### config.mk
export PLATFORM = sky130hd
export DESIGN_NAME = mem_port_arbiter_flat
export DESIGN_NICKNAME = d
export VERILOG_FILES = /design/src/rtl/mem_port_arbiter_if.sv /design/src/rtl/mem_port_arbiter.sv /design/src/flat_wrapper.sv
export SDC_FILE = /design/constraint.sdc
export NUM_CORES = 1
export LEC_CHECK = 0
export CORE_AREA = 2 2 109 111
export CTS_BUF_LIST = sky130_fd_sc_hd__clkbuf_8
export DETAILED_ROUTE_END_ITERATION = 6
export DIE_AREA = 0 0 111 113
export HOLD_SLACK_MARGIN = 0.08
export PLACE_DENSITY = 0.76
export SYNTH_ARGS = -nofsm -noshare
export SYNTH_HDL_FRONTEND = slang
export SYNTH_SLANG_ARGS = --single-unit
### constraint.sdc
create_clock -name clk -period 3.3 [get_ports clk]
set_input_delay 0.33 -clock clk [delete_from_list [all_inputs] [get_ports clk]]
set_output_delay 0.33 -clock clk [all_outputs]
set_load 0.01 [all_outputs]
### src/rtl/mem_port_arbiter_if.sv
// mem_port_arbiter_if: fetch, data and downstream memory port signals; master is the arbiter's view.
interface mem_port_arbiter_if #(
  parameter int ADDR_W = 32,
  parameter int DATA_W = 32
);
  logic              i_valid;
  logic [ADDR_W-1:0] i_addr;
  logic              i_addr_ok;
  logic              i_data_ok;
  logic [DATA_W-1:0] i_rdata;
  logic              d_valid;
  logic [ADDR_W-1:0] d_addr;
  logic [2:0]        d_size;
  logic [DATA_W/8-1:0] d_strobe;
  logic [DATA_W-1:0] d_wdata;
  logic              d_addr_ok;
  logic              d_data_ok;
  logic [DATA_W-1:0] d_rdata;
  logic              m_valid;
  logic              m_write;
  logic [ADDR_W-1:0] m_addr;
  logic [2:0]        m_size;
  logic [DATA_W/8-1:0] m_strobe;
  logic [DATA_W-1:0] m_wdata;
  logic              m_ready;
  logic [DATA_W-1:0] m_rdata;
  modport master (
    input  i_valid, i_addr, d_valid, d_addr, d_size, d_strobe, d_wdata, m_ready, m_rdata,
    output i_addr_ok, i_data_ok, i_rdata, d_addr_ok, d_data_ok, d_rdata,
           m_valid, m_write, m_addr, m_size, m_strobe, m_wdata
  );
  modport slave (
    output i_valid, i_addr, d_valid, d_addr, d_size, d_strobe, d_wdata, m_ready, m_rdata,
    input  i_addr_ok, i_data_ok, i_rdata, d_addr_ok, d_data_ok, d_rdata,
           m_valid, m_write, m_addr, m_size, m_strobe, m_wdata
  );
endinterface

### src/rtl/mem_port_arbiter.sv
// mem_port_arbiter: shares one memory port between fetch and data sides, one transaction outstanding.
// ROUND_ROBIN_EN selects round-robin tie-breaking; default is fixed d-side priority.
module mem_port_arbiter (
  input logic clk,
  input logic reset,
  mem_port_arbiter_if.master bus
);
  typedef enum logic [1:0] {IDLE, BUSY_I, BUSY_D} state_t;
  state_t state, next_state;
  logic last_grant;
  logic idle, grant_i, grant_d;
  always_comb begin
    idle = state == IDLE;
`ifdef ROUND_ROBIN_EN
    grant_d = bus.d_valid && (!bus.i_valid || !last_grant);
`else
    grant_d = bus.d_valid;
`endif
    grant_i = bus.i_valid && !grant_d;
    bus.i_addr_ok = idle && grant_i;
    bus.d_addr_ok = idle && grant_d;
    bus.i_data_ok = state == BUSY_I && bus.m_ready;
    bus.d_data_ok = state == BUSY_D && bus.m_ready;
    bus.i_rdata = bus.m_rdata;
    bus.d_rdata = bus.m_rdata;
    bus.m_valid = !idle;
    bus.m_write = |bus.m_strobe;
    next_state = idle ? (grant_d ? BUSY_D : grant_i ? BUSY_I : IDLE)
                      : (bus.m_ready ? IDLE : state);
  end
  always_ff @(posedge clk)
    state <= reset ? IDLE : next_state;
  // last_grant: 1 = d-side won the most recent arbitration
  always_ff @(posedge clk) begin
    if (reset) begin
      last_grant   <= 1'b0;
      bus.m_addr   <= '0;
      bus.m_size   <= '0;
      bus.m_strobe <= '0;
      bus.m_wdata  <= '0;
    end else if (idle && (grant_i || grant_d)) begin
      last_grant   <= grant_d;
      bus.m_addr   <= grant_d ? bus.d_addr : bus.i_addr;
      bus.m_size   <= grant_d ? bus.d_size : 3'd2;
      bus.m_strobe <= grant_d ? bus.d_strobe : '0;
      bus.m_wdata  <= grant_d ? bus.d_wdata : '0;
    end else begin
      last_grant   <= last_grant;
    end
  end
endmodule

### src/flat_wrapper.sv
// flat-port wrapper written by rule: the top's interface ports become plain ports
module mem_port_arbiter_flat 
  (clk, reset, bus_i_valid, bus_i_addr, bus_d_valid, bus_d_addr, bus_d_size, bus_d_strobe, bus_d_wdata, bus_m_ready, bus_m_rdata, bus_i_addr_ok, bus_i_data_ok, bus_i_rdata, bus_d_addr_ok, bus_d_data_ok, bus_d_rdata, bus_m_valid, bus_m_write, bus_m_addr, bus_m_size, bus_m_strobe, bus_m_wdata);
  mem_port_arbiter_if #(.ADDR_W(32), .DATA_W(32)) bus_i ();
  input logic clk;
  input logic reset;
  input wire logic [$bits(bus_i.i_valid)-1:0] bus_i_valid;
  input wire logic [$bits(bus_i.i_addr)-1:0] bus_i_addr;
  input wire logic [$bits(bus_i.d_valid)-1:0] bus_d_valid;
  input wire logic [$bits(bus_i.d_addr)-1:0] bus_d_addr;
  input wire logic [$bits(bus_i.d_size)-1:0] bus_d_size;
  input wire logic [$bits(bus_i.d_strobe)-1:0] bus_d_strobe;
  input wire logic [$bits(bus_i.d_wdata)-1:0] bus_d_wdata;
  input wire logic [$bits(bus_i.m_ready)-1:0] bus_m_ready;
  input wire logic [$bits(bus_i.m_rdata)-1:0] bus_m_rdata;
  output wire logic [$bits(bus_i.i_addr_ok)-1:0] bus_i_addr_ok;
  output wire logic [$bits(bus_i.i_data_ok)-1:0] bus_i_data_ok;
  output wire logic [$bits(bus_i.i_rdata)-1:0] bus_i_rdata;
  output wire logic [$bits(bus_i.d_addr_ok)-1:0] bus_d_addr_ok;
  output wire logic [$bits(bus_i.d_data_ok)-1:0] bus_d_data_ok;
  output wire logic [$bits(bus_i.d_rdata)-1:0] bus_d_rdata;
  output wire logic [$bits(bus_i.m_valid)-1:0] bus_m_valid;
  output wire logic [$bits(bus_i.m_write)-1:0] bus_m_write;
  output wire logic [$bits(bus_i.m_addr)-1:0] bus_m_addr;
  output wire logic [$bits(bus_i.m_size)-1:0] bus_m_size;
  output wire logic [$bits(bus_i.m_strobe)-1:0] bus_m_strobe;
  output wire logic [$bits(bus_i.m_wdata)-1:0] bus_m_wdata;
  assign bus_i.i_valid = bus_i_valid;
  assign bus_i.i_addr = bus_i_addr;
  assign bus_i.d_valid = bus_d_valid;
  assign bus_i.d_addr = bus_d_addr;
  assign bus_i.d_size = bus_d_size;
  assign bus_i.d_strobe = bus_d_strobe;
  assign bus_i.d_wdata = bus_d_wdata;
  assign bus_i.m_ready = bus_m_ready;
  assign bus_i.m_rdata = bus_m_rdata;
  assign bus_i_addr_ok = bus_i.i_addr_ok;
  assign bus_i_data_ok = bus_i.i_data_ok;
  assign bus_i_rdata = bus_i.i_rdata;
  assign bus_d_addr_ok = bus_i.d_addr_ok;
  assign bus_d_data_ok = bus_i.d_data_ok;
  assign bus_d_rdata = bus_i.d_rdata;
  assign bus_m_valid = bus_i.m_valid;
  assign bus_m_write = bus_i.m_write;
  assign bus_m_addr = bus_i.m_addr;
  assign bus_m_size = bus_i.m_size;
  assign bus_m_strobe = bus_i.m_strobe;
  assign bus_m_wdata = bus_i.m_wdata;
  mem_port_arbiter u_core (.clk(clk), .reset(reset), .bus(bus_i));
endmodule
Yosys cells after proc, flatten, opt, wreduce, memory -nomap -nowiden:

Index checks and enable logic that the tools add are counted.

* flip-flop bits (word level): 73
* bits of input ports: 140
* output and inout bits: 141
* word-level logic and storage cells: 27

* eq/ne operators: 2
* muxes and demuxes: 8
* reductions and logical operators: 12

Operators with widths (count)
* $mux W32: 2
* $logic_and A1 B1 Y1: 6
* $mux W2: 3
* $mux W4: 1
* $reduce_or A4 Y1: 1
* $mux W3: 1
* $eq A2 B1 Y1 const B: 1
* $eq A2 B2 Y1 const B: 1
* $logic_not A1 Y1: 2
* $logic_not A2 Y1: 1
* $reduce_bool A2 Y1: 1
* $logic_or A1 B1 Y1: 1
* $mux W1: 1

Depth between registers and ports, before layout:

* word-level depth: 5
* gate-level depth with buffers: 6

Worst setup path before layout:

OpenSTA, ideal clock, no wires.

* path type: reg-to-output
* from: register u_core.state[1]
* to: output bus_i_addr_ok
* arrival: 1000 ps
* setup slack: 1970 ps
* stages on the path, launching flop included: 5
* cells stage by stage: dfxtp_1 nor2_4 inv_2 buf_2 nor3b_2

* cells in the longest elaborated chain, start to end: 2

Ends and longest elaborated chain
* start: declaration: line mem_port_arbiter.sv:9 `state_t state, next_state;`
* start signal: assignment: line mem_port_arbiter.sv:32 `state <= reset ? IDLE : next_state;`
* $logic_not A2 Y1: line mem_port_arbiter.sv:13 `idle = state == IDLE;`
* $logic_and A1 B1 Y1: line mem_port_arbiter.sv:20 `bus.i_addr_ok = idle && grant_i;`
* end: declaration: line flat_wrapper.sv:16 `output wire logic [$bits(bus_i.i_addr_ok)-1:0] bus_i_addr_ok;`

Every way passes these cells.

Worst setup path in the final report:

Same ends and word-level chain as after synthesis.

==> results.toml <==
[power_and_ir_drop]
comb_power_share_pct = 26.2
leakage_uw = 0.001898
p_per_area_mw_per_mm2 = 430.6
power_report.internal_total_uw = 1586
pwr-share-clk_pct = 28.1
ir_worst_vdd_mv = 0.1863
seq_power_share_pct = 45.7
total_power_uw = 2184
p_switching_uw = 598.1
swShare_pct = 27.38

[timing]
final-max-slew-violation-count = 0
rsz0062_at_grt = "false"
slew_headroom_pct = 16.79
period_needed_ns = 2.495
final_hold_viol_count = 0
clock-skew-final_ns = 0.008125
min_period_over_period_pct = 75.60
tightest_slew_ns = 1.247
finalSetupViolCount = 0
setup_tns_ns = 0
timing.fmax_ghz = 0.4008

[floorplanning]
ios = 281
die-area_mm2 = 0.01254
die_x_um = 111
initial_core_util_pct = 30.95
coreArea_mm2 = 0.01127
die_y_um = 113
core.rowCount = 39

[setup_path]
path_buf_inv = 2
cp_top_family = "buffers and inverters"
cp_num_cells = 4
start_kind = "register"
slowest_delay_ns = 0.65
path_cells = "nor2_4 -> inv_2 -> nor3b_2 -> clkdlybuf4s50_1"
worstPathMaxFanout = 27
crit_arrival_ns = 2.16
cp.required_ns = 2.97
setup.worst_path.class = "reg -> out"
r2r_cells = 4
end_kind = "output pin"
slowest_stage = "clkdlybuf4s50_1"

[grt]
grt_usage_pct = 16.04
grt_max_degree = 62
grt_pass1_wl_mm = 16.37
grt-ovfl-total = 0
antenna_found_initial = 0
first_global_vias = 3332

[clock_network]
postCtsResizedCells = 0
tritoncts = "done"
cts_buffer_depth = 2
cts_buffers = 9
clock-root-buffer = "clkbuf_8"
clock_sinks = 73
cts.clk_slew.worst_paths_ns = 0.07
cts_setup_buffers = 0
clkLatencyLatePin_ns = 0.34
hold_buffers = 0
cts.htree.levels = 3

[synth]
ys_warn_count = 0
synth_area_mm2 = 0.003488
syn_nets = 540
synthCells = 400
avgSynthCellArea_um2 = 8.721
ys_top_cells_by_area = "dfxtp_1 (42%), buf_4 (15%), a21oi_1 (10%)"
seq_area_frac_synth_pct = 41.89
yosysUniqueCellTypes = 24
synth_top_area_share_pct = 41.89
yosysTopAreaCell = "dfxtp_1"
ys_ff_latch = 73

[detailed_routing]
detail-route-antenna-nets = 0
dr.pass1.iters = 4
initialDrtViolationCount = 201
detail_route.wirelength_mm = 10.09
drc = 0
post_drt_wl_per_cell_um = 15.49
via_per_inst = 4.891
vias = 3184

[finish]
area_delta_synth_final_pct = 45.41
nets = 643
finalInstanceArea_mm2 = 0.005072
antennaDiodeCount = 0
final_cell_mix = "clkdlybuf4s50_1 (182), dfxtp_1 (73), a21oi_1 (72)"
drive_above_1_share_pct = 5.512
layout.cells.non_filler = 651
final_common_cell = "clkdlybuf4s50_1"
final_util_pct = 45.00

[placed_design]
place.port_buffers = 184
hpwlAfterDp_mm = 7.249
dp_cells = 635
gp_congestion = 0.7831
place_area_mm2 = 0.004898

[min_path]
hold_class = "reg -> reg"
whs_path_depth = 2

[outcome]
outcome = "complete, no violations"

[job]
max-cap-violations = 0
power by group through the flow:
| stage | sequential (µW) | clock, µW | combinational (µW) |
|---|---|---|---|
| floorplan | 1050 | 0 | 289 |
| global placement | 1010 | 0 | 567 |
| detailed placement | 1020 | 0 | 576 |
| CTS | 998 | 646 | 579 |
| global route | 1010 | 693 | 622 |
| finish | 999 | 613 | 573 |
state kept, by name (all words and copies together) (netlist names):
register and count:
u_core.bus.m_strobe 4, u_core.bus.m_addr 32, u_core.state 2, u_core.bus.m_size 3, u_core.bus.m_wdata 32
final cells by class:
class	instances	area (µm²)
clock inverters	5	22.52
multi-input cells	227	1374
flip-flops and latches	73	1461
fillers	1106	6200
well taps	143	178.9
clock buffers	11	151.4
inverters	2	7.507
repair buffers	190	1877
per-layer routing:
layer | routed length (µm) | global-route usage [%]
met1 | 4138 | 18.00
met2 | 4670 | 27.24
met3 | 1121 | 7.606
met4 | 155 | 4.833
met5 | 0 | 0
cells by family (layout without fill, tap and decap cells):
logic type / Yosys count / in the layout / synth area share (%)
compound gates: 143 / 143 / 22.96
buf+inv: 100 / 208 / 18.90
flops: 73 / 73 / 41.89
mux: 32 / 32 / 9.182
simple gates: 52 / 52 / 7.066
synth_stat cells:
cell type  number
nor2_2          1
inv_2           1
o21ai_1        10
dfxtp_1        73
nor3b_1         1
nor2_4          2
or4_1           1
or2_1           1
nor3b_2         2
nor3_1          1
a211oi_1       32
nand2_1        39
clkbuf_1       10
inv_1           1
buf_1           1
o21ai_0        28
buf_4          69
o21ba_1         1
a21oi_1        72
mux2i_1        32
buf_2          17
clkbuf_4        1
nor2b_1         2
nor2_1          2
path summary, 6_finish.rpt:
| path | start | endpoint | slack [ns] |
|---|---|---|---|
| setup / recovery | u_core.state[1]$_SDFFE_PP0P_ | bus_i_addr_ok | 0.81 |
| hold / removal | u_core.bus.m_size[2]$_SDFFE_PP0P_ | u_core.bus.m_size[2]$_SDFFE_PP0P_ | 0.48 |
| setup reg to reg | u_core.state[1]$_SDFFE_PP0P_ | u_core.bus.m_addr[3]$_SDFFE_PP0P_ | 1.18 |
| hold reg to reg | u_core.bus.m_size[2]$_SDFFE_PP0P_ | u_core.bus.m_size[2]$_SDFFE_PP0P_ | 0.48 |
stage by stage:
step | hold slack [ns] | worst slack [ns]
finish | 0.4762 | 0.8052
global route | 0.4968 | 0.6626
CTS | 0.4802 | 0.7611
detailed placement | 0.4686 | 1.027
global placement | 0.4610 | 1.048
floorplan | 0.4660 | 1.970
worst register-to-register path: stages, from the launching register on:
cell	delay, ns
dfxtp_1	0.39
nor2_4	0.15
inv_2	0.19
nor2_2	1.02
a211oi_1	0.19
No activity file was read; power rests on OpenSTA's default activity.
